===== src/rtl/sap_pkg.sv =====
// Shared definitions for the 16-bit SAP computer datapath.
// Widths of the system bus, the MAR and main memory.
package sap_pkg;

   localparam int DATA_W    = 16;
   localparam int ADDR_W    = 16;
   localparam int RAM_DEPTH = 16;
   localparam int RAM_AW    = $clog2(RAM_DEPTH);

   typedef logic [DATA_W-1:0] word_t;

   localparam word_t RAM_RESET_VAL = '0;

endpackage


===== src/rtl/ram_if.sv =====
// Memory port of the SAP datapath: bus write data, MAR address,
// write strobe and the continuously driven read word.
interface ram_if;
   import sap_pkg::*;

   word_t             bus;
   logic [ADDR_W-1:0] addr;
   logic              ram_write;
   word_t             ram_out;

   modport master (
      output bus,
      output addr,
      output ram_write,
      input  ram_out
   );

   modport slave (
      input  bus,
      input  addr,
      input  ram_write,
      output ram_out
   );

endinterface


===== src/rtl/ram_word_reg.sv =====
// One memory word: DATA_W flops with load enable and sync reset.
// Reset wins over load.
module ram_word_reg #(
   parameter int                DATA_W    = 16,
   parameter logic [DATA_W-1:0] RESET_VAL = '0
) (
   input  logic              clk,
   input  logic              rst,
   input  logic              load_i,
   input  logic [DATA_W-1:0] d_i,
   output logic [DATA_W-1:0] q_o
);

   logic [DATA_W-1:0] q_q;
   logic [DATA_W-1:0] q_d;

   always_comb begin
      q_d = q_q;
      if (load_i) q_d = d_i;
   end

   always_ff @(posedge clk) begin
      if (rst) q_q <= RESET_VAL;
      else     q_q <= q_d;
   end

   assign q_o = q_q;

endmodule


===== src/rtl/ram.sv =====
// SAP main memory: DEPTH flop-based words, synchronous write from
// the bus, combinational read of the word selected by the MAR.
module ram
   import sap_pkg::*;
#(
   parameter int    DEPTH     = RAM_DEPTH,
   parameter word_t RESET_VAL = RAM_RESET_VAL
) (
   input logic  clk,
   input logic  rst,
   ram_if.slave mif
);

   localparam int AW = $clog2(DEPTH);

   logic [AW-1:0]     idx;
   logic [DEPTH-1:0]  load;
   word_t             words [DEPTH];
   logic              unused_addr_hi;

   // Only the low AW address bits decode; the rest alias.
   assign idx            = mif.addr[AW-1:0];
   assign unused_addr_hi = ^mif.addr[ADDR_W-1:AW];

   always_comb begin
      load = '0;
      for (int i = 0; i < DEPTH; i++) begin
         load[i] = mif.ram_write && (idx == AW'(i));
      end
   end

   for (genvar g = 0; g < DEPTH; g++) begin : g_word
      ram_word_reg #(
         .DATA_W    (DATA_W),
         .RESET_VAL (RESET_VAL)
      ) u_word (
         .clk    (clk),
         .rst    (rst),
         .load_i (load[g]),
         .d_i    (mif.bus),
         .q_o    (words[g])
      );
   end

   // No bus bypass: a write shows up only after the edge.
   assign mif.ram_out = words[idx];

endmodule


===== src/flat_wrapper.sv =====
// flat-port wrapper written by rule: the top's interface ports become plain ports
module ram_flat import sap_pkg::*;
#(
   parameter int    DEPTH     = RAM_DEPTH,
   parameter word_t RESET_VAL = RAM_RESET_VAL
)
  (clk, rst, mif_bus, mif_addr, mif_ram_write, mif_ram_out);
  ram_if mif_i ();
  input logic clk;
  input logic rst;
  input wire logic [$bits(mif_i.bus)-1:0] mif_bus;
  input wire logic [$bits(mif_i.addr)-1:0] mif_addr;
  input wire logic [$bits(mif_i.ram_write)-1:0] mif_ram_write;
  output wire logic [$bits(mif_i.ram_out)-1:0] mif_ram_out;
  assign mif_i.bus = mif_bus;
  assign mif_i.addr = mif_addr;
  assign mif_i.ram_write = mif_ram_write;
  assign mif_ram_out = mif_i.ram_out;
  ram #(.DEPTH(DEPTH), .RESET_VAL(RESET_VAL)) u_core (.clk(clk), .rst(rst), .mif(mif_i));
endmodule

===== config.mk =====
export PLATFORM = sky130hd
export DESIGN_NAME = ram_flat
export DESIGN_NICKNAME = d
export VERILOG_FILES = /design/src/rtl/sap_pkg.sv /design/src/rtl/ram_if.sv /design/src/rtl/ram_word_reg.sv /design/src/rtl/ram.sv /design/src/flat_wrapper.sv
export SDC_FILE = /design/constraint.sdc
export NUM_CORES = 1
export LEC_CHECK = 0
export CAP_MARGIN = 25
export CORE_MARGIN = 2
export CORE_UTILIZATION = 33
export CTS_CLUSTER_SIZE = 25
export DETAILED_ROUTE_END_ITERATION = 8
export GPL_TIMING_DRIVEN = 0
export SYNTH_ARGS = -nofsm -noshare
export SYNTH_HDL_FRONTEND = slang
export SYNTH_SLANG_ARGS = --single-unit

===== constraint.sdc =====
create_clock -name clk -period 2.1 [get_ports clk]
set_input_delay 0.42 -clock clk [delete_from_list [all_inputs] [get_ports clk]]
set_output_delay 0.42 -clock clk [all_outputs]
set_load 0.03 [all_outputs]

# After elaboration in Yosys (flattened, before gate mapping)
# Index checks and enable logic that the tools add are counted.
# classes
order_cmp	1
n_eq_ne	15
n_mux	3
bitwise	1
reduce_logical	17
# ops
operator	count
$bmux 16 s4	1
$eq 4x4->1 const B	8
$mux 16	2
$eq 4x3->1 const B	4
$logic_and 1x1->1	16
$eq 4x2->1 const B	2
$ge 5x5->1 const B	1
$not 4->5	1
$eq 4x1->1 const B	1
$logic_not 4->1	1
# totals
register_bits	256
inputBits	35
wordCells	53

# Logic depth before layout (Yosys ltp)
# Gate-level depths: netlist of run 1.
# logic_depth
depth_word	4
mapped_depth	7
mapped_depth_nobuf	3

# Cells and area by module
# A second synthesis of run 1 with hierarchy kept.
# unflattened
cells_unflattened	994
hier_area_um2	11373.4
# by_module_without_submodules
module	instances	cells_per_inst	area_per_inst_um2	seq_area_each_um2
ram_word_reg	16	52	580.6	320.3
ram	1	162	2084.5	0.0

# Worst setup path after synthesis of run 1
# Ideal clock, no wire load.
# synth_path
path_type	input-to-output
from	input port mif_addr[0]
to	output port mif_ram_out[10]
arrival_time_ns	1.727
t_required_ns	1.680
slack_ns	-0.047
cell_stages	5
path_buffers	2
path_cell_list	buf_6 buf_2 mux4_2 a22oi_2 nand2_1
# synth_between
elab_chain_len	4
# synth_rtl
element	line_no	text
start: declaration	flat_wrapper.sv:12	input wire logic [$bits(mif_i.addr)-1:0] mif_addr;
$not 4->5 (implied by the code)	ram.sv:46	assign mif.ram_out = words[idx];
$bmux 16 s4	ram.sv:46	
$mux 16 (implied by the code) (2 in series)	ram.sv:46	
end: declaration	flat_wrapper.sv:14	output wire logic [$bits(mif_i.ram_out)-1:0] mif_ram_out;
# Every way passes these cells. The select of a mux whose other input is x is not followed.

# Worst setup path after layout of run 1
# layout_path
from	register u_core.g_word[11].u_word.q_q[7]
to	output port mif_ram_out[7]
# layout_between
elab_chain_len	3
# layout_rtl
element	line_no	text
start: declaration	ram_word_reg.sv:14	logic [DATA_W-1:0] q_q;
start signal: assignment	ram_word_reg.sv:24	else q_q <= q_d;
$bmux 16 s4	ram.sv:46	
$mux 16 (implied by the code) (2 in series)	ram.sv:46	
# Every way passes these cells. The select of a mux whose other input is x is not followed.

==> results of run 1 <==
[final timing paths]
check / cells past startpoint / endpoint / start / slack, ps
max reg2reg: 2 / u_core.g_word[4].u_word.q_o[15]$_SDFFE_PP0P_ / u_core.g_word[4].u_word.q_o[15]$_SDFFE_PP0P_ / 1350
min: 2 / u_core.g_word[14].u_word.q_o[1]$_SDFFE_PP0P_ / rst / 290
max: 4 / mif_ram_out[7] / u_core.g_word[11].u_word.q_o[7]$_SDFFE_PP0P_ / -440
min reg2reg: 2 / u_core.g_word[6].u_word.q_o[3]$_SDFFE_PP0P_ / u_core.g_word[6].u_word.q_o[3]$_SDFFE_PP0P_ / 470
[cell type report]
class / instances / area share (%)
sequential: 256 / 37.05
clock buffer: 39 / 5.933
multi-input combinational: 900 / 42.35
timing repair buffer: 29 / 2.380
clock inverter: 12 / 1.154
buffer: 192 / 6.961
antenna: 1 / 0.01803
tap: 461 / 4.157
[layout by cell type, fill, tap and decap left out, types with 2 or more instances in the layout]
master | synthesis | routed
nand3_1 | 257 | 257
o21ai_0 | 256 | 256
a21oi_1 | 256 | 256
dfxtp_1 | 256 | 243
clkbuf_1 | 125 | 124
mux4_2 | 64 | 64
buf_2 | 54 | 42
clkbuf_16 | 0 | 31
buf_6 | 2 | 28
a22oi_2 | 5 | 23
nand2_2 | 0 | 15
dfxtp_2 | 0 | 13
buf_4 | 5 | 12
a22oi_1 | 27 | 9
clkinv_2 | 0 | 8
clkbuf_8 | 0 | 6
buf_12 | 0 | 5
nor2b_1 | 4 | 4
buf_1 | 5 | 4
bufinv_16 | 0 | 4
clkbuf_4 | 0 | 3
clkbuf_2 | 0 | 2
nand2_1 | 17 | 2
nand2b_1 | 2 | 2
and3b_1 | 2 | 2
nand3b_1 | 2 | 2
dlygate4sd2_1 | 0 | 2
[layer usage]
metal  wire (µm)  GRT usage (%)  vias to the layer above
met5           0              0                        -
met4        2411          12.39                        0
met3        4376          5.456                      125
met2       21200          38.89                      592
met1       17890          31.25                     5666
li1            -              -                     5063
[synthesized netlist by cell type (all sizes together)]
master / n / area [µm²]
a21oi: 256 / 1281
or2: 1 / 6.260
nor3b: 1 / 7.510
nor2: 2 / 10.01
buf: 68 / 379.1
and3b: 2 / 17.52
nand3b: 2 / 15.01
and3: 1 / 6.260
mux4: 64 / 1441
clkbuf: 125 / 469.2
a22oi: 32 / 265.3
o21ai: 256 / 1281
nand2: 17 / 63.81
dfxtp: 256 / 5125
and2: 2 / 12.51
nand2b: 2 / 12.51
nor2b: 4 / 25.02
or3b: 1 / 8.760
nand3: 257 / 1286
[critical path: stages, from the launching register on]
cell,delay (ps)
dfxtp_2,320
mux4_2,510
a22oi_2,420
nand2_2,130
buf_6,170
[power breakdown]
| group | switching, mW | internal [mW] | total, mW |
|---|---|---|---|
| logic | 0.803 | 0.290 | 1.09 |
| registers | 0.0317 | 4.92 | 4.95 |
| clock network | 2.09 | 3.21 | 5.30 |
| total | 2.92 | 8.42 | 11.3 |
[metrics by stage]
stage          TNS, ps  worst slack (ps)
2_1_floorplan        0             5.757
3_3_place_gp    -76300             -1406
3_5_place_dp    -82090             -1415
4_1_cts          -4209            -363.2
5_1_grt          -4703            -412.0
6_report         -4727            -436.6
[cells by family after synthesis]
group,after synthesis
AND/OR/NAND/NOR,292
buffers and inverters,193
AO/OA/AOI/OAI,544
multiplexers,64
flip-flops,256
[timing repair]
action,in CTS,in global routing
endpoints found under the setup margin,16,16
setup buffers,4,5
hold buffers,0,0
pin swaps,32,15
gates resized for setup,184,16
cloned,0,2
hold endpoints to repair,0,0
==> results.cfg, run 1 <==
[status]
outcome = finished with violations
violations = negative setup slack

[global_routing]
antenna_found_initial = 1
grt_util_all_layers_pct = 24.48
grt_pass1_wl_um = 67870
grt_pass1_vias = 10830
grt_max_degree = 14
grt_overflow = 0

[finish]
final_area_um2 = 13880
nets = 1442
nFillCells = 3582
largest_reg_flops = 256
postLayoutCoreUtil_pct = 39.40
area_growth_syn_to_layout_pct = 18.47
regArea_um2 = 5141
drive_gt1_share_pct = 18.21
multiInputGateArea_um2 = 5877
layoutNonFillerInstCount = 1890

[sta]
maxSlewViolCount = 0
grt_setup_unrepaired = true
whs_ps = 292.4
relSlewSlack_pct = 29.23
setup_violations = 16
fmax_mhz = 394.2
min_period_ps = 2537
worstMarginPinSlew_ps = 1062
hold_violations = 0
fin_worst_skew_ps = 0
layout_setup_ws_ps = -436.6
finalCritPeriodShare_pct = 120.8

[yosys]
synth_top_family_by_area = compound AO/OA/AOI/OAI gates
synth-compound-area-share_pct = 24.14
muxShareOfSynthArea_pct = 12.31
synth-xor-area-share_pct = 0
yosys.cell_types.count = 25
synth_fp_nets = 1384
synth_simple_gate_area_share_pct = 12.56
synth_fa_ha_area_share_pct = 0
ys_seq_elements = 256
synth_cells = 1349
synth-seq-area-share_pct = 43.75
avgSynthCellArea_um2 = 8.683
netlist_area_um2 = 11710
synth-warning-count = 0

[clock_tree]
cts_buffer_depth = 3
cts.sinks = 256
cts.clk_slew.worst_paths_ps = 70
insertion_delay_ps = 540
cts_root_buffer = clkbuf_16
cts_htree_levels = 1
cts_tree = built
cts_buffers = 28

[floorplanning]
rows = 69
die_x_um = 192.4
fp.dieH_um = 192.4
die-area_um2 = 37020
initial_utilization_pct = 33.26
core_area_um2 = 35220
ios = 51

[placed_design]
dp_cells = 1828
hpwl_um = 31720
gp_congestion = 1.001
port_buffers = 18
post_dp_cell_area_um2 = 12490

[power_and_ir_drop]
cellLeakagePower_nw = 4.383
power_mw = 11.34
p_per_area_nw_per_um2 = 817.1
vdd_drop_max_uv = 569.7

[drt]
via_per_inst = 6.056
dr.pass1.iters = 7
via_count = 11450
ant_nets = 0
drc = 0
post_drt_wl_per_cell_um = 24.27
totalWireLength_um = 45880
drtIter0Drc = 1361

[worst_setup_path]
path_class = reg2out
cp_max_fo = 2
worstPathArrival_ps = 2120
crit_required_ps = 1680
cp-start-kind = register
worstSetupEndpointType = primary output

[flow_run]
maxCapViolations = 0

[worst_hold_path]
hold_class = in2reg
Note: power is estimated with default switching activity, not from simulation.
==> run 2: changes to the inputs <==
Settings changed: CAP_MARGIN 25 to 20, DONT_BUFFER_PORTS set to 1, HOLD_SLACK_MARGIN set to 0.1.
==> run 2 against run 1 <==
Net effect: the run still ends with negative setup slack left; non-clock buffer count fell by 15; power shrank 1.6%; design area shrank 0.57%; via count shrank 1.1%; final cell count fell by 0.79%; sequential power is essentially flat; die area unchanged; register-to-register slack worse by 20 ps; flip-flop and latch count unchanged; clock power down 3%; largest power group unchanged; critical path depth is 1 lower.
==> results.cfg, run 2 (synthesis gave the netlist of run 1 again) <==
[clock_tree]
cts_tree = built
insertion_delay_ps = 540
cts_buffer_depth = 3
cts_root_buffer = clkbuf_16
cts_hold_buf = 0
cts.sinks = 256
cts_buffers = 28
cts_htree_levels = 1
cts.clk_slew.worst_paths_ps = 60

[worst_setup_path]
rr_startpoint = u_core.g_word[15].u_word.q_o[1]$_SDFFE_PP0P_
rrSetupSlack_ps = 1330
crit_required_ps = 1680
worstSetupEndpointType = primary output
path_class = reg2out
cp_max_fo = 2
cp-start-kind = register
rr_endpoint = u_core.g_word[15].u_word.q_o[1]$_SDFFE_PP0P_
reg2reg_depth = 2
worstPathArrival_ps = 2030

[placed_design]
hpwl_um = 31690
post_dp_cell_area_um2 = 12310
gp_congestion = 0.9852
port_buffers = 0

[floorplanning]
initial_utilization_pct = 33.26
die-area_um2 = 37020
die_x_um = 192.4
core_area_um2 = 35220
rows = 69
fp.dieH_um = 192.4
ios = 51

[power_and_ir_drop]
power_mw = 11.16
p_per_area_nw_per_um2 = 809.0
p_sw_mw = 2.910
cellLeakagePower_nw = 4.288
seqPwrFrac_pct = 44.4
switching_share_pct = 26.07
vdd_drop_max_uv = 570.6
clkPwrFrac_pct = 45.9
power_frac_comb_pct = 9.7
p_int_mw = 8.253

[worst_hold_path]
hold_class = in2reg
hp-start = rst
hold_depth = 2
hold_path_end = u_core.g_word[14].u_word.q_o[3]$_SDFFE_PP0P_

[global_routing]
grt_pass1_vias = 10610
grt_pass1_wl_um = 67800
antenna_found_initial = 0
grt_overflow = 0
grt_max_degree = 14
grt_util_all_layers_pct = 24.47

[finish]
area_growth_syn_to_layout_pct = 17.80
final_area_um2 = 13800
multiInputGateArea_um2 = 5968
postLayoutCoreUtil_pct = 39.17
final_cell_mix = nand3_1, o21ai_0, a21oi_1
nets = 1427
largest_reg_flops = 256
nFillCells = 3607
diodes = 0
regArea_um2 = 5139
drive_gt1_share_pct = 17.40
final_common_cell = nand3_1

[sta]
setup_violations = 16
hold_violations = 0
whs_ps = 269.8
layout_setup_ws_ps = -345.5
fin_worst_skew_ps = 0
final.setup.tns_ps = -3396
grt_setup_unrepaired = true
maxSlewViolCount = 0
min_period_ps = 2446
relSlewSlack_pct = 30.15
fmax_mhz = 408.9
finalCritPeriodShare_pct = 116.5
worstMarginPinSlew_ps = 1048

[drt]
ant_nets = 0
dr_wl_met3_um = 4541
drtIter0Drc = 1497
routedLengthMet1_um = 17890
met2_length_um = 20830
via_per_inst = 6.036
dr.pass1.iters = 6
post_drt_wl_per_cell_um = 24.38
totalWireLength_um = 45720
via_count = 11320
maxUsedRoutingLayer = met4
drc = 0

[flow_run]
maxCapViolations = 0

[status]
violations = negative setup slack
outcome = finished with violations
-- run 2: changes by cell type in the layout (fill, tap and decap cells not counted), moves of 3 or more --
cell,delta
nand2_4,+16
a22oi_1,-3
nand2_2,-15
buf_4,-6
buf_6,-15
clkbuf_1,+3
buf_2,+3
a22oi_2,+3
-- run 2: area by class of cell --
class,instances,share of cell area [%]
multi-input cells,900,43.25
well taps,461,4.180
clock inverters,10,0.7617
flip-flops and latches,256,37.24
repair buffers,14,1.433
clock buffers,42,6.193
plain buffers,192,6.937
-- run 2: worst max path at each step --
stage | endpoint | from
3_3_place_gp | mif_ram_out[8] | mif_addr[1]
6_report | mif_ram_out[8] | u_core.g_word[3].u_word.q_o[8]$_SDFFE_PP0P_
3_5_place_dp | mif_ram_out[8] | mif_addr[1]
5_1_grt | mif_ram_out[8] | u_core.g_word[3].u_word.q_o[8]$_SDFFE_PP0P_
2_1_floorplan | mif_ram_out[5] | mif_addr[1]
4_1_cts | mif_ram_out[8] | u_core.g_word[3].u_word.q_o[8]$_SDFFE_PP0P_
-- run 2: per-stage QoR --
| stage | setup WS [ps] | instances |
|---|---|---|
| 2_1_floorplan | 5.757 | 1349 |
| 3_3_place_gp | -771.9 | 1810 |
| 3_5_place_dp | -781.7 | 1810 |
| 4_1_cts | -263.3 | 1865 |
| 5_1_grt | -343.6 | 1875 |
| 6_report | -345.5 | 1875 |
-- run 2: power groups by stage --
| stage | Clock [mW] | Combinational, mW | Sequential (mW) |
|---|---|---|---|
| floorplan | 0 | 0.611 | 5.04 |
| global placement | 0 | 0.963 | 5.05 |
| detailed placement | 0 | 0.971 | 5.06 |
| CTS | 5.13 | 1.02 | 4.95 |
| global route | 5.38 | 1.14 | 4.95 |
| finish | 5.12 | 1.09 | 4.95 |
-- run 2: worst max-delay path: stages (launching register included) --
cell and delay [ps]:
dfxtp_2 330, mux4_2 530, a22oi_2 470, nand2_4 160
-- run 2: layer usage --
| metal | GRT usage [%] | vias up |
|---|---|---|
| li1 | - | 5038 |
| met1 | 30.81 | 5579 |
| met2 | 39.04 | 583 |
| met3 | 6.419 | 117 |
| met4 | 11.60 | 0 |
| met5 | 0 | - |
-- run 2: timing repair --
action / in CTS / in global routing
resized for setup: 78 / 29
pin swaps: 28 / 21
setup buffers: 2 / 11
setup endpoints to repair: 16 / 16
gates cloned: 1 / 2
==> run 3: changes to the inputs <==
Settings changed: ABC_AREA set to 1.
==> run 3 against run 2 <==
Net effect: the flow now finishes without violations; combinational power decreased by 26%; critical path depth increased by 7; clock power increased by 4.7%; final cell count increased by 31%.
==> results.cfg, run 3 <==
[drt]
drtIter0Drc = 1207
dr.pass1.iters = 5
ant_nets = 0
drc = 0
via_count = 12230
post_drt_wl_per_cell_um = 17.50
totalWireLength_um = 42950
via_per_inst = 4.982

[yosys]
synthArstFlopShare_pct = 0
synth_edf_count = 0
synth_simple_gate_area_share_pct = 39.75
muxShareOfSynthArea_pct = 0
avgSynthCellArea_um2 = 6.256
synth_top_area_share_pct = 42.38
synth_fa_ha_area_share_pct = 0
synth_cells = 1933
synth-seq-area-share_pct = 42.38
synth_ff_type = dfxtp_1
synthTopCellsByArea = dfxtp_1, nand2_1, a21oi_1, clkbuf_1, buf_2
synth.most_common_cell = nand2_1
synth_area_leader_cell = dfxtp_1
netlist_area_um2 = 12090
yosys.cell_types.count = 15
synth_fp_nets = 1968
synth-xor-area-share_pct = 0
synth-warning-count = 0
yosys-top-cells-count = nand2_1, a21oi_1, dfxtp_1, clkbuf_1, buf_2
ys_seq_elements = 256
synth-compound-area-share_pct = 10.59
synth_top_family_by_area = simple AND/OR/NAND/NOR gates

[sta]
min_period_ps = 2067
relSlewSlack_pct = 25.49
finalCritPeriodShare_pct = 98.41
fin_worst_skew_ps = 0
worstMarginPinSlew_ps = 1118
fmax_mhz = 483.9
layout_setup_ws_ps = 33.47
setup_violations = 0
maxSlewViolCount = 0
hold_violations = 0

[floorplanning]
rows = 70
ios = 51
fp.dieH_um = 195.4
die-area_um2 = 38190
core_area_um2 = 36350
initial_utilization_pct = 33.27
die_x_um = 195.4

[finish]
nFillCells = 3838
final_cell_mix = nand2_1, a21oi_1, dfxtp_1
drive_gt1_share_pct = 10.02
diodes = 0
multiInputGateArea_um2 = 6203
nets = 1999
area_growth_syn_to_layout_pct = 15.26
regArea_um2 = 5127
final_common_cell = nand2_1
largest_reg_flops = 256
final_area_um2 = 13940

[global_routing]
grt_overflow = 0
grt_max_degree = 14
antenna_found_initial = 0
grt_pass1_wl_um = 64860
grt_util_all_layers_pct = 22.00
grt_pass1_vias = 11430

[worst_setup_path]
cp-start-kind = primary input
cp_slowest_cell = clkbuf_4
rr_startpoint = u_core.g_word[1].u_word.q_o[4]$_SDFFE_PP0P_
crit_path_cell_trace = clkbuf_4, clkbuf_4, nand2_1, nand2_1, nand2_1, nand2_1, nand2_1, nand2_1, inv_1, nand2_4
critPathTopFamily = simple AND/OR/NAND/NOR gates
cpPeakStageDelay_ps = 260
worstSetupEndpointType = primary output
worstPathArrival_ps = 1650
path_class = in2out
critPathLaunch = mif_addr[0]
crit_required_ps = 1680
worst-path-buf-inv = 3
cp_max_fo = 10
crit_top_cell = nand2_1

[status]
outcome = complete, no violations

[power_and_ir_drop]
vdd_drop_max_uv = 656.9
seqPwrFrac_pct = 44.5
power_frac_comb_pct = 7.3
p_per_area_nw_per_um2 = 797.9
clkPwrFrac_pct = 48.2
p_int_mw = 8.374
p_sw_mw = 2.747
switching_share_pct = 24.70
cellLeakagePower_nw = 5.613

[clock_tree]
cts_buffers = 29
cts_root_buffer = clkbuf_16
cts_buffer_depth = 3
cts.clk_slew.worst_paths_ps = 60
cts_htree_levels = 1
insertion_delay_ps = 550
cts_tree = built
post_cts_buffers = 0
cts.sinks = 256

[placed_design]
gp_congestion = 0.9794
post_dp_cell_area_um2 = 12680
post-place-ws_ps = -430.8
port_buffers = 0
hpwl_um = 30200

[flow_run]
maxCapViolations = 0

[worst_hold_path]
hp-start = mif_addr[0]
hold_class = in2reg
[run 3: path summary, 6_finish.rpt]
check	to	slack, ps	cells past startpoint
worst max-delay path	mif_ram_out[10]	30	10
worst min-delay path	u_core.g_word[15].u_word.q_o[15]$_SDFFE_PP0P_	250	4
worst max register to register	u_core.g_word[1].u_word.q_o[4]$_SDFFE_PP0P_	1460	2
worst min register to register	u_core.g_word[10].u_word.q_o[4]$_SDFFE_PP0P_	460	2
[run 3: per-layer routing]
layer	up-vias	routed length (µm)	track usage, %
li1	6025	-	-
met1	5691	18830	29.89
met2	429	18640	34.07
met3	80	3927	4.888
met4	0	1556	8.256
met5	-	0	0
[run 3: layout make-up]
type                    instances  area share, %
plain buffers                 142          5.583
clock buffers                  45          6.427
clock inverters                 8         0.8438
inverters                      54          1.472
multi-input cells            1480          44.51
flip-flops and latches        256          36.79
well taps                     468          4.201
repair buffers                  1         0.1795
[run 3: worst register-to-register path, cell delays in order, from the launching register on]
cell     delay (ps)
dfxtp_1         350
nand2_1          60
a21oi_1         150
[run 3: power by group through the flow]
| stage | Sequential [mW] | Clock [mW] | Combinational [mW] |
|---|---|---|---|
| after floorplan | 5.05 | 0 | 0.472 |
| after global placement | 5.05 | 0 | 0.747 |
| after detailed placement | 5.06 | 0 | 0.754 |
| after CTS | 4.95 | 5.42 | 0.771 |
| after global routing | 4.95 | 5.62 | 0.863 |
| final | 4.95 | 5.36 | 0.807 |
[run 3: kinds of logic after synthesis]
group | Yosys count
buffers and inverters | 197
DFF | 256
and+or+nand+nor | 1224
AOI/OAI and AO/OA | 256
[run 3: per-stage QoR]
stage	setup TNS, ps	util, %	hold slack [ps]	total power, mW	instances
global placement	-5406	34.88	447.5	5.802	2401
global route	-0.1774	38.35	245.6	11.44	2454
CTS	-0.3181	37.95	233.1	11.14	2453
finish	0	38.35	246.9	11.12	2454
detailed placement	-5354	34.88	451.8	5.811	2401
floorplan	0	-	439.7	5.521	1933
[run 3: timing repair]
action | 4_1_cts | 5_1_grt
setup endpoints to repair | 16 | 15
hold buffers | 0 | 0
gates resized for setup | 44 | 41
pin swaps | 0 | 3
cloned | 0 | 1
